==> src/rtl/pipe_stage_reg.sv <==
// ---------------------------------------------------------------------------
// pipe_stage_reg
//
// Flow-controlled pipeline stage register that carries one control vector
// and one data vector per beat under a valid/ready handshake.  It supports
// stall (backpressure), flush (bubble insertion) and an optional one-entry
// skid buffer that removes the combinational out_ready -> in_ready path.
//
// A bubble (out_valid=0) always presents an all-zero control vector, so a
// downstream stage never sees a stray register or memory write enable.
//
// Parameters
//   DATA_W  width of the data payload
//   CTRL_W  width of the control payload
//   SKID    0: single register, in_ready depends combinationally on out_ready
//           1: main register plus one skid entry, in_ready independent of
//              out_ready
//
// Ports
//   clk        rising-edge clock
//   reset      synchronous, active-high reset (highest priority)
//   flush      synchronous squash of every held beat (second priority)
//   in_valid   upstream beat present
//   in_ready   stage can accept a beat this cycle
//   in_ctrl    upstream control vector
//   in_data    upstream data vector
//   out_valid  downstream beat present
//   out_ready  downstream accepts this cycle
//   out_ctrl   held control vector, all-zero whenever out_valid=0
//   out_data   held data vector (holds its last value during bubbles)
// ---------------------------------------------------------------------------
module pipe_stage_reg #(
   parameter int DATA_W = 69,
   parameter int CTRL_W = 3,
   parameter bit SKID   = 1'b0
) (
   input  logic              clk,
   input  logic              reset,
   input  logic              flush,
   input  logic              in_valid,
   output logic              in_ready,
   input  logic [CTRL_W-1:0] in_ctrl,
   input  logic [DATA_W-1:0] in_data,
   output logic              out_valid,
   input  logic              out_ready,
   output logic [CTRL_W-1:0] out_ctrl,
   output logic [DATA_W-1:0] out_data
);

   // Main (output) register, common to both variants.  The control field is
   // kept at zero whenever the valid bit is clear, so the outputs can be
   // driven straight from the registers with no masking logic.
   logic              mainValidReg;
   logic [CTRL_W-1:0] mainCtrlReg;
   logic [DATA_W-1:0] mainDataReg;

   // The main register is free when it is empty or its beat leaves this cycle.
   logic mainFree;
   assign mainFree = !mainValidReg || out_ready;

   assign out_valid = mainValidReg;
   assign out_ctrl  = mainCtrlReg;
   assign out_data  = mainDataReg;

   generate
      if (SKID == 1'b0) begin : gDirect
         // -------------------------------------------------------------
         // Single register.  Ready follows the downstream ready through
         // combinational logic, which is the cheapest option but chains
         // the ready path across stages.
         // -------------------------------------------------------------
         logic inReadyComb;
         assign inReadyComb = !flush && mainFree;
         assign in_ready    = inReadyComb;

         always_ff @(posedge clk) begin
            if (reset) begin
               mainValidReg <= 1'b0;
               mainCtrlReg  <= '0;
               mainDataReg  <= '0;
            end else if (flush) begin
               // Squash the held beat; data is left alone since it is a
               // don't-care while out_valid is low.
               mainValidReg <= 1'b0;
               mainCtrlReg  <= '0;
            end else if (inReadyComb) begin
               mainValidReg <= in_valid;
               if (in_valid) begin
                  mainCtrlReg <= in_ctrl;
                  mainDataReg <= in_data;
               end else begin
                  mainCtrlReg <= '0;
               end
            end
         end
      end else begin : gSkid
         // -------------------------------------------------------------
         // Main register plus a one-entry skid buffer.  in_ready is a
         // function of local state and flush only, so the ready path is
         // broken at this stage.  When the downstream stalls with the
         // main register full, the beat accepted in that same cycle (the
         // upstream could not yet see the stall) lands in the skid entry.
         // -------------------------------------------------------------
         logic              skidValidReg;
         logic [CTRL_W-1:0] skidCtrlReg;
         logic [DATA_W-1:0] skidDataReg;

         logic inReadyComb;
         logic accept;

         assign inReadyComb = !skidValidReg && !flush;
         assign in_ready    = inReadyComb;
         assign accept      = in_valid && inReadyComb;

         always_ff @(posedge clk) begin
            if (reset) begin
               mainValidReg <= 1'b0;
               mainCtrlReg  <= '0;
               mainDataReg  <= '0;
               skidValidReg <= 1'b0;
               skidCtrlReg  <= '0;
               skidDataReg  <= '0;
            end else if (flush) begin
               mainValidReg <= 1'b0;
               mainCtrlReg  <= '0;
               skidValidReg <= 1'b0;
               skidCtrlReg  <= '0;
               skidDataReg  <= '0;
            end else if (mainFree) begin
               if (skidValidReg) begin
                  // The skid beat is older than anything upstream, so it
                  // moves up first.  No accept can coincide with this
                  // because in_ready is low while the skid is occupied.
                  mainValidReg <= 1'b1;
                  mainCtrlReg  <= skidCtrlReg;
                  mainDataReg  <= skidDataReg;
                  skidValidReg <= 1'b0;
                  skidCtrlReg  <= '0;
               end else if (accept) begin
                  mainValidReg <= 1'b1;
                  mainCtrlReg  <= in_ctrl;
                  mainDataReg  <= in_data;
               end else begin
                  mainValidReg <= 1'b0;
                  mainCtrlReg  <= '0;
               end
            end else if (accept) begin
               // Main is full and stalled: park the new beat in the skid.
               skidValidReg <= 1'b1;
               skidCtrlReg  <= in_ctrl;
               skidDataReg  <= in_data;
            end
         end
      end
   endgenerate

endmodule

==> config.mk <==
export PLATFORM = sky130hd
export DESIGN_NAME = pipe_stage_reg
export DESIGN_NICKNAME = d
export VERILOG_FILES = /design/src/rtl/pipe_stage_reg.sv
export SDC_FILE = /design/constraint.sdc
export NUM_CORES = 1
export LEC_CHECK = 0
export ABC_AREA = 1
export BUFFER_PORTS_ARGS = -buffer_cell sky130_fd_sc_hd__buf_2
export CORE_UTILIZATION = 49
export DETAILED_ROUTE_END_ITERATION = 10
export PLACE_DENSITY = 0.81
export SLEW_MARGIN = 15
export SYNTH_ARGS = -nofsm -noshare
export SYNTH_HDL_FRONTEND = slang
export SYNTH_SLANG_ARGS = --single-unit
==> constraint.sdc <==
create_clock -name clk -period 1.57 [get_ports clk]
set_clock_uncertainty 0.15 [all_clocks]
set_input_delay 0 -clock clk [delete_from_list [all_inputs] [get_ports clk]]
set_output_delay 0 -clock clk [all_outputs]
set_load 0.01 [all_outputs]
==> results.cfg, run 1 <==
[run_status]
status = completed

[sta]
finalHoldViolations = 0
rsz0062_at_grt = false
period_needed_ns = 1.46
relSlewSlack_pct = 74.0
setup_viol = 0
period_share_pct = 93.2
tightest_slew_ns = 0.389
max_freq_ghz = 0.683
final.setup.tns_ns = 0
drv_slew = 0

[cts]
post_cts_buffers = 0
cts_sinks = 73
h-tree-depth = 3
clk_latency_ns = 0.32
clk_pin_slew_ns = 0.07
clockBufferDepth = 2
numCtsBuffers = 9
cts_tree = done
root_buffer = clkbuf_8

[worst_setup_path]
path_buf_inv = 3
cp_slowest_cell = dfxtp_1
cp-start-kind = flip-flop
reg2reg_depth = 6
cp_common_cell = nand2_2
cp.arrival_ns = 1.31
timing.rr.start = out_valid
reg2reg_to = out_data[14]
r2r_slack_ns = 0.23
path_delay_family = buffers and inverters
path_cells = nand2_2, buf_12, nand2_2, inv_1, buf_2
crit_fanout = 13
max_stage_delay_ns = 0.36
worstSetupPathType = flip-flop to output port
end_kind = output port
required_ns = 1.42

[detailed_routing]
ant_nets = 0
drt_first_iter_violations = 202
via_count = 4307
routed_wl_mm = 11.4
avgRoutedWirePerCell_um = 12.2
drc_errors = 0
dr.pass1.iters = 5
via_per_inst = 4.61

[floorplan]
die_w_um = 89.6
die-area_um2 = 8040
io_pins = 151
initial_utilization_pct = 51.3
die_height_um = 89.6
rows = 31
core_area_um2 = 7330

[global_route]
grt_pass1_vias = 4117
grt_use_total_pct = 28.1
grt.overflow.total = 0
grt_max_degree = 50
antenna_found_initial = 1
grt_first_pass_wirelength_mm = 17.4

[layout]
num-nets-final = 908
post-route-cell-area_um2 = 5590
drive_above_1_share_pct = 21.9
utilization_pct = 76.2
area_growth_pct = 48.4

[worst_hold_path]
hold_depth = 5
hp-class = primary input to flip-flop
hold_start = flush
whs_endpoint = out_ctrl[2]

[synth]
seq_area_frac_synth_pct = 38.8
synth-simple-area-share_pct = 33.8
synth-xor-area-share_pct = 0
avgSynthCellArea_um2 = 6.08
ys_types = 13
synth_fa_ha_area_share_pct = 0
synth_top_family_by_area = simple AND/OR/NAND/NOR gates
synth_area_um2 = 3760
ys.warnings.count = 0
synth_compound_area_share_pct = 0.532
ys_seq_elements = 73
synthMuxAreaShare_pct = 0
synth_fp_nets = 696
synthCells = 619

[place]
gp_congestion = 0.821
dp_hpwl_mm = 6.25
postPlaceCellArea_um2 = 4600
io_buffers = 150

[power]
peakVddDrop_mv = 0.420
p_per_area_nw_per_um2 = 788
p_leak_nw = 3.43

[flow_run]
maxCapViolCount = 0
## cells by family (layout without fill, tap and decap cells)
logic type / Yosys count / count (layout)
buffers and inverters: 252 / 468
and+or+nand+nor: 290 / 290
AOI/OAI and AO/OA: 4 / 4
other: 0 / 1
DFF: 73 / 73
## metrics by stage
stage	total power, mW	setup slack, ns	hold WS [ns]	instances
after CTS	4.39	0.0189	0.0690	932
after global placement	2.87	0.359	0.170	842
after global routing	4.64	0.0262	0.105	935
after detailed placement	2.90	0.317	0.182	842
after floorplan	2.58	0.390	0.0729	619
final	4.40	0.106	0.0857	935
## layout by cell type, fill, tap and decap left out, drive strengths merged
cell type,n
dfxtp,73
buf,162
nand2,148
inv,214
diode,1
clkinvlp,1
clkbuf,15
nor2,69
dlygate4sd3,75
nand4,69
nand3,4
a21oi,4
clkinv,1
## how the worst max path moves through the flow
stage,start,to,slack (ns),cells after the start
6_report,out_valid,in_ready,0.11,5
3_3_place_gp,out_valid,out_valid,0.36,5
2_1_floorplan,out_valid,out_data[10],0.39,6
4_1_cts,out_valid,in_ready,0.02,5
5_1_grt,out_valid,in_ready,0.03,5
3_5_place_dp,out_valid,out_ctrl[2],0.32,5
## worst reg2reg max path: stages, from the launching register on
cell and delay, ns:
dfxtp_1 0.33, nand2_2 0.18, nand3_2 0.16, buf_12 0.21
nand2_1 0.10, inv_1 0.04, nor2_1 0.10
## flip-flops by register name, summed over array words and instances (netlist names)
register / cells
out_valid: 1
out_ctrl: 3
out_data: 69
## layout make-up
class / instances / area, um2
antenna: 1 / 2.50
timing repair buffer: 239 / 1720
inverter: 214 / 803
fill: 541 / 1750
clock inverter: 2 / 12.5
multi-input combinational: 294 / 1300
clock buffer: 13 / 169
sequential: 73 / 1460
tap: 99 / 124
## Yosys cell counts
| master | n | area, um2 |
|---|---|---|
| inv_1 | 213 | 800 |
| nand2_1 | 148 | 556 |
| dfxtp_1 | 73 | 1460 |
| nand4_1 | 69 | 432 |
| nor2_1 | 69 | 259 |
| buf_2 | 22 | 110 |
| buf_4 | 10 | 75.1 |
| a21oi_1 | 4 | 20.0 |
| buf_1 | 4 | 15.0 |
| nand3_1 | 3 | 15.0 |
| clkbuf_1 | 2 | 7.51 |
| inv_2 | 1 | 3.75 |
| nand3_2 | 1 | 10.0 |
## power by group
| part | leakage (nW) | total (mW) | switching, mW | internal, mW |
|---|---|---|---|---|
| sequential | 0.602 | 2.04 | 0.0652 | 1.98 |
| combinational | 2.73 | 0.997 | 0.525 | 0.472 |
| clock | 0.0915 | 1.36 | 0.667 | 0.695 |
| total | 3.43 | 4.40 | 1.26 | 3.14 |
## per-layer routing
| metal | vias up | share of wire, % | wire [um] | GRT usage, % |
|---|---|---|---|---|
| li1 | 2188 | - | - | - |
| met2 | 191 | 51 | 5790 | 51.4 |
| met1 | 1877 | 39 | 4420 | 28.7 |
| met4 | 0 | 4.0 | 461 | 16.7 |
| met5 | - | 0 | 0 | 0 |
| met3 | 51 | 6.4 | 729 | 7.31 |
## repair_timing
action | CTS | global route
setup endpoints to repair | 0 | 1
hold buffers | 75 | 0
resized for setup | 0 | 1
hold endpoints to repair | 73 | 0
Power figures use the tool's default switching activity.
==> inputs of run 2 (changes only) <==
- CORE_UTILIZATION: 49 -> 44
- PLACE_DENSITY: 0.81 -> 0.77
- clock period: 1.57 -> 1.3 ns (I/O delays scaled with it)
==> run 2 against run 1 <==
Compared with the run above:
- the flow now finishes with violations (negative setup slack)
- largest power group unchanged
- sequential cell count did not move
- total power is 35% higher
- register-to-register slack lost 0.39 ns
- critical path depth increased by 3
- worst setup slack lost 0.26 ns
- combinational power rose by 50%
==> results.cfg, run 2 (synthesized netlist as in run 1, its figures left out) <==
[run_status]
status = complete, but fails checks
violations = negative setup slack

[cts]
root_buffer = clkbuf_8
clk_latency_ns = 0.34
cts_tree = done
numCtsBuffers = 9
clockBufferDepth = 2
h-tree-depth = 3
cts_sinks = 73
clk_pin_slew_ns = 0.09

[detailed_routing]
routed_wl_mm = 13.3
dr.pass1.iters = 4
highest_layer = met4
avgRoutedWirePerCell_um = 13.9
via_per_inst = 4.75
wl_met3_um = 866
wl_met2_mm = 6.99
drt_first_iter_violations = 182
ant_nets = 0
drc_errors = 0
via_count = 4556
wl_met1_mm = 4.79

[sta]
period_needed_ns = 1.46
tightest_slew_ns = 0.303
hold_ws_ns = 0.0496
rsz0062_at_grt = true
drv_slew = 0
period_share_pct = 112
setup_ws_ns = -0.156
max_freq_ghz = 0.687
finalHoldViolations = 0
relSlewSlack_pct = 79.8
setup_viol = 57

[global_route]
grt_max_degree = 39
grt_first_pass_wirelength_mm = 18.5
antenna_found_initial = 1
grt_pass1_vias = 4193
grt.overflow.total = 0
grt_use_total_pct = 26.7

[layout]
mostFrequentLayoutCells = inv_1 (175), buf_2 (149), nand2_1 (101), dlygate4sd3_1 (73), dfxtp_1 (72)
num-nets-final = 926
largest_reg_flops = 69
layoutNonFillerInstCount = 960
drive_above_1_share_pct = 35.2
utilization_pct = 75.4
layout_commonest_cell = inv_1
area_growth_pct = 65.4

[power]
p_per_area_nw_per_um2 = 952
finalPower_mw = 5.93
peakVddDrop_mv = 0.735
p_leak_nw = 3.63

[floorplan]
die_w_um = 94.5
die_height_um = 94.5
initial_utilization_pct = 45.6
die-area_um2 = 8930
core_area_um2 = 8260
io_pins = 151
rows = 33

[worst_setup_path]
end_kind = flip-flop
worstSetupPathType = flip-flop to flip-flop
cp.arrival_ns = 1.58
cp-start-kind = flip-flop
required_ns = 1.42
crit_fanout = 8

[flow_run]
maxCapViolCount = 0

[place]
place_inst = 851
dp_hpwl_mm = 6.68
io_buffers = 150
gp_congestion = 0.810

[worst_hold_path]
hp-class = primary input to flip-flop
## run 2: cell count changes in the layout (fill, tap and decap cells not counted), sizes merged
| cell | before | now |
|---|---|---|
| bufinv | 0 | 2 |
| inv | 214 | 215 |
| buf | 162 | 179 |
| clkinv | 1 | 2 |
| dlygate4sd3 | 75 | 73 |
| clkinvlp | 1 | 2 |
| bufbuf | 0 | 1 |
| clkbuf | 15 | 13 |
## run 2: worst max-delay path, cell delays in order (launching register included)
cell	delay (ns)
dfxtp_2	0.34
nand2_4	0.09
buf_6	0.11
nand3_4	0.12
buf_12	0.17
buf_12	0.14
nand2_2	0.07
inv_2	0.03
nor2_1	0.17
## run 2: path summary, 6_finish.rpt
| check | start | to | slack [ns] | cells past startpoint |
|---|---|---|---|---|
| worst max-delay path | out_valid | out_data[62] | -0.16 | 8 |
| worst min-delay path | out_ready | out_valid | 0.05 | 7 |
| worst min register to register | out_ctrl[1] | out_ctrl[1] | 0.34 | 2 |
| worst max register to register | out_valid | out_data[62] | -0.16 | 8 |
## run 2: layer usage
metal	GRT usage (%)	vias up
met1	27.3	2040
li1	-	2227
met4	18.8	0
met5	0	-
met3	5.64	66
met2	48.1	223
## run 2: layout make-up
cell class | instances | area [um2]
clock buffer | 9 | 124
sequential | 73 | 1460
fill | 617 | 2030
tap | 105 | 131
antenna | 1 | 2.50
inverter | 214 | 803
timing repair buffer | 257 | 2020
multi-input combinational | 294 | 1590
clock inverter | 7 | 93.8
## run 2: power by group
part | leakage (nW) | switching [mW] | total [mW] | internal, mW
Sequential | 0.603 | 0.0792 | 2.46 | 2.39
Combinational | 2.92 | 0.788 | 1.50 | 0.710
Clock | 0.106 | 0.884 | 1.96 | 1.08
Total | 3.63 | 1.75 | 5.93 | 4.18
## run 2: timing repair
item / 4_1_cts / 5_1_grt
cloned: 4 / 4
setup buffers: 6 / 7
resized for setup: 12 / 124
endpoints found under the setup margin: 1 / 72
hold buffers: 73 / 0
pin swaps: 9 / 64
endpoints found under the hold margin: 73 / 0
## run 2: per-stage QoR
stage	setup WS, ns	cell area [um2]	setup TNS, ns
floorplan	0.120	3760	0
global placement	0.0694	4630	0
CTS	-0.0283	5800	-0.365
global route	-0.240	6220	-6.41
detailed placement	0.0287	4630	0
finish	-0.156	6220	-3.12
==> inputs of run 3 (changes only) <==
- CORE_UTILIZATION: 44 -> 38
- PLACE_DENSITY: 0.77 -> default
- PLACE_DENSITY_LB_ADDON: default -> 0.2
==> run 3 against run 2 <==
Compared with the run above:
- the flow still finishes with violations (negative setup slack)
- die area up 15%
- maximum frequency up 12%
- via count down 6.1%
- sequential share of layout area up 0.83 points
- cell count up 2.1%
- global-route usage down 5.2 points
- final area down 3.4%
- critical path type unchanged
==> results.cfg, run 3 (synthesized netlist as in run 1, its figures left out) <==
[cts]
clk_pin_slew_ns = 0.07
cts_sinks = 73
numCtsBuffers = 9
root_buffer = clkbuf_8
clockBufferDepth = 2
cts_tree = done
h-tree-depth = 3
clk_latency_ns = 0.33

[floorplan]
io_pins = 151
die_height_um = 102
rows = 35
die_w_um = 102
die-area_um2 = 10300
initial_utilization_pct = 40.0
core_area_um2 = 9420

[sta]
final.setup.tns_ns = -0.00971
setup_viol = 3
max_freq_ghz = 0.766
period_needed_ns = 1.30
drv_slew = 0
relSlewSlack_pct = 78.9
period_share_pct = 100
setup_ws_ns = -0.00469
tightest_slew_ns = 0.316
finalHoldViolations = 0
rsz0062_at_grt = true

[worst_setup_path]
max_stage_delay_ns = 0.33
end_kind = flip-flop
cp_slowest_cell = dfxtp_2
crit_fanout = 9
cp-start-kind = flip-flop
cp.arrival_ns = 1.42
worstSetupPathType = flip-flop to flip-flop
path_buf_inv = 3
path_delay_family = buffers and inverters
required_ns = 1.42
path_cells = nand2_4, buf_6, nand3_4, clkbuf_16, nand2_1, inv_1, nor2_1

[power]
p_leak_nw = 3.57
p_switching_mw = 1.56
p_int_mw = 3.76
clockPowerShare_pct = 28.0
peakVddDrop_mv = 0.476
p_per_area_nw_per_um2 = 885
combinationalPowerShare_pct = 25.7
seqPwrFrac_pct = 46.3
swShare_pct = 29.3

[layout]
utilization_pct = 63.9
layout_commonest_cell = inv_1
area_growth_pct = 59.8
fillCellCount = 791
antennaDiodeCount = 0
drive_above_1_share_pct = 29.8
largest_reg_flops = 69
mostFrequentLayoutCells = inv_1 (197), buf_2 (149), nand2_1 (116), dlygate4sd3_1 (73), dfxtp_1 (72)
num-nets-final = 926

[detailed_routing]
avgRoutedWirePerCell_um = 12.4
ant_nets = 0
drc_errors = 0
via_per_inst = 4.36
dr.pass1.iters = 4
via_count = 4277
drt_first_iter_violations = 194
routed_wl_mm = 12.1

[place]
pre_cts_slack_ns = 0.0192
dp_hpwl_mm = 6.54
gp_congestion = 0.805
io_buffers = 150

[global_route]
grt_use_total_pct = 21.5
grt.overflow.total = 0
antenna_found_initial = 0
grt_pass1_vias = 3931
grt_first_pass_wirelength_mm = 17.5
grt_max_degree = 38

[worst_hold_path]
hp-class = primary input to flip-flop

[run_status]
status = complete, but fails checks
violations = negative setup slack

[flow_run]
maxCapViolCount = 0
run 3: final cells by class:
type	count	area, um2	share of cell area [%]
well taps	129	161	2.68
inverters	214	803	13.4
repair buffers	255	1940	32.3
clock buffers	12	145	2.41
clock inverters	1	5.00	0.0832
flip-flops and latches	73	1460	24.3
multi-input cells	296	1490	24.8
run 3: power groups by stage:
stage               clock network [mW]  registers [mW]  logic, mW
floorplan                            0            2.58      0.537
global placement                     0            2.51      0.977
detailed placement                   0            2.51      0.990
CTS                               1.54            2.46       1.17
global route                      1.64            2.48       1.52
finish                            1.49            2.46       1.37
run 3: per-stage QoR:
stage / hold WS [ns] / std cells / cell area [um2] / total power, mW
global route: 0.0767 / 980 / 6010 / 5.64
finish: 0.0692 / 980 / 6010 / 5.32
detailed placement: 0.176 / 876 / 4650 / 3.50
floorplan: 0.0729 / 619 / 3760 / 3.12
global placement: 0.168 / 876 / 4650 / 3.48
CTS: 0.0320 / 967 / 5610 / 5.18
run 3: timing repair:
item                       CTS  global route
resized for setup            4            67
hold endpoints to repair    73             0
setup endpoints to repair    1            71
buffers inserted             4             1
hold buffers                73             0
pin swaps                    1            39
gates cloned                 1            13
run 3: worst reg2reg max path: cells and delay by family (launching register included):
kind | cells | cell delay (ns)
buffers and inverters | 3 | 0.38
DFF | 1 | 0.33
and+or+nand+nor | 4 | 0.37
run 3: worst paths after layout:
check / start / to / slack [ns] / cells after the start
min: out_ready / out_valid / 0.07 / 7
min reg2reg: out_ctrl[1] / out_ctrl[1] / 0.32 / 2
max reg2reg: out_valid / out_data[13] / -0.005 / 7
max: out_valid / out_data[13] / -0.005 / 7
run 3: layer usage:
metal / track usage [%] / share of wire [%]
met4: 9.25 / 1.6
met5: 0 / 0
met1: 24.0 / 41
met3: 4.90 / 4.9
met2: 38.9 / 52
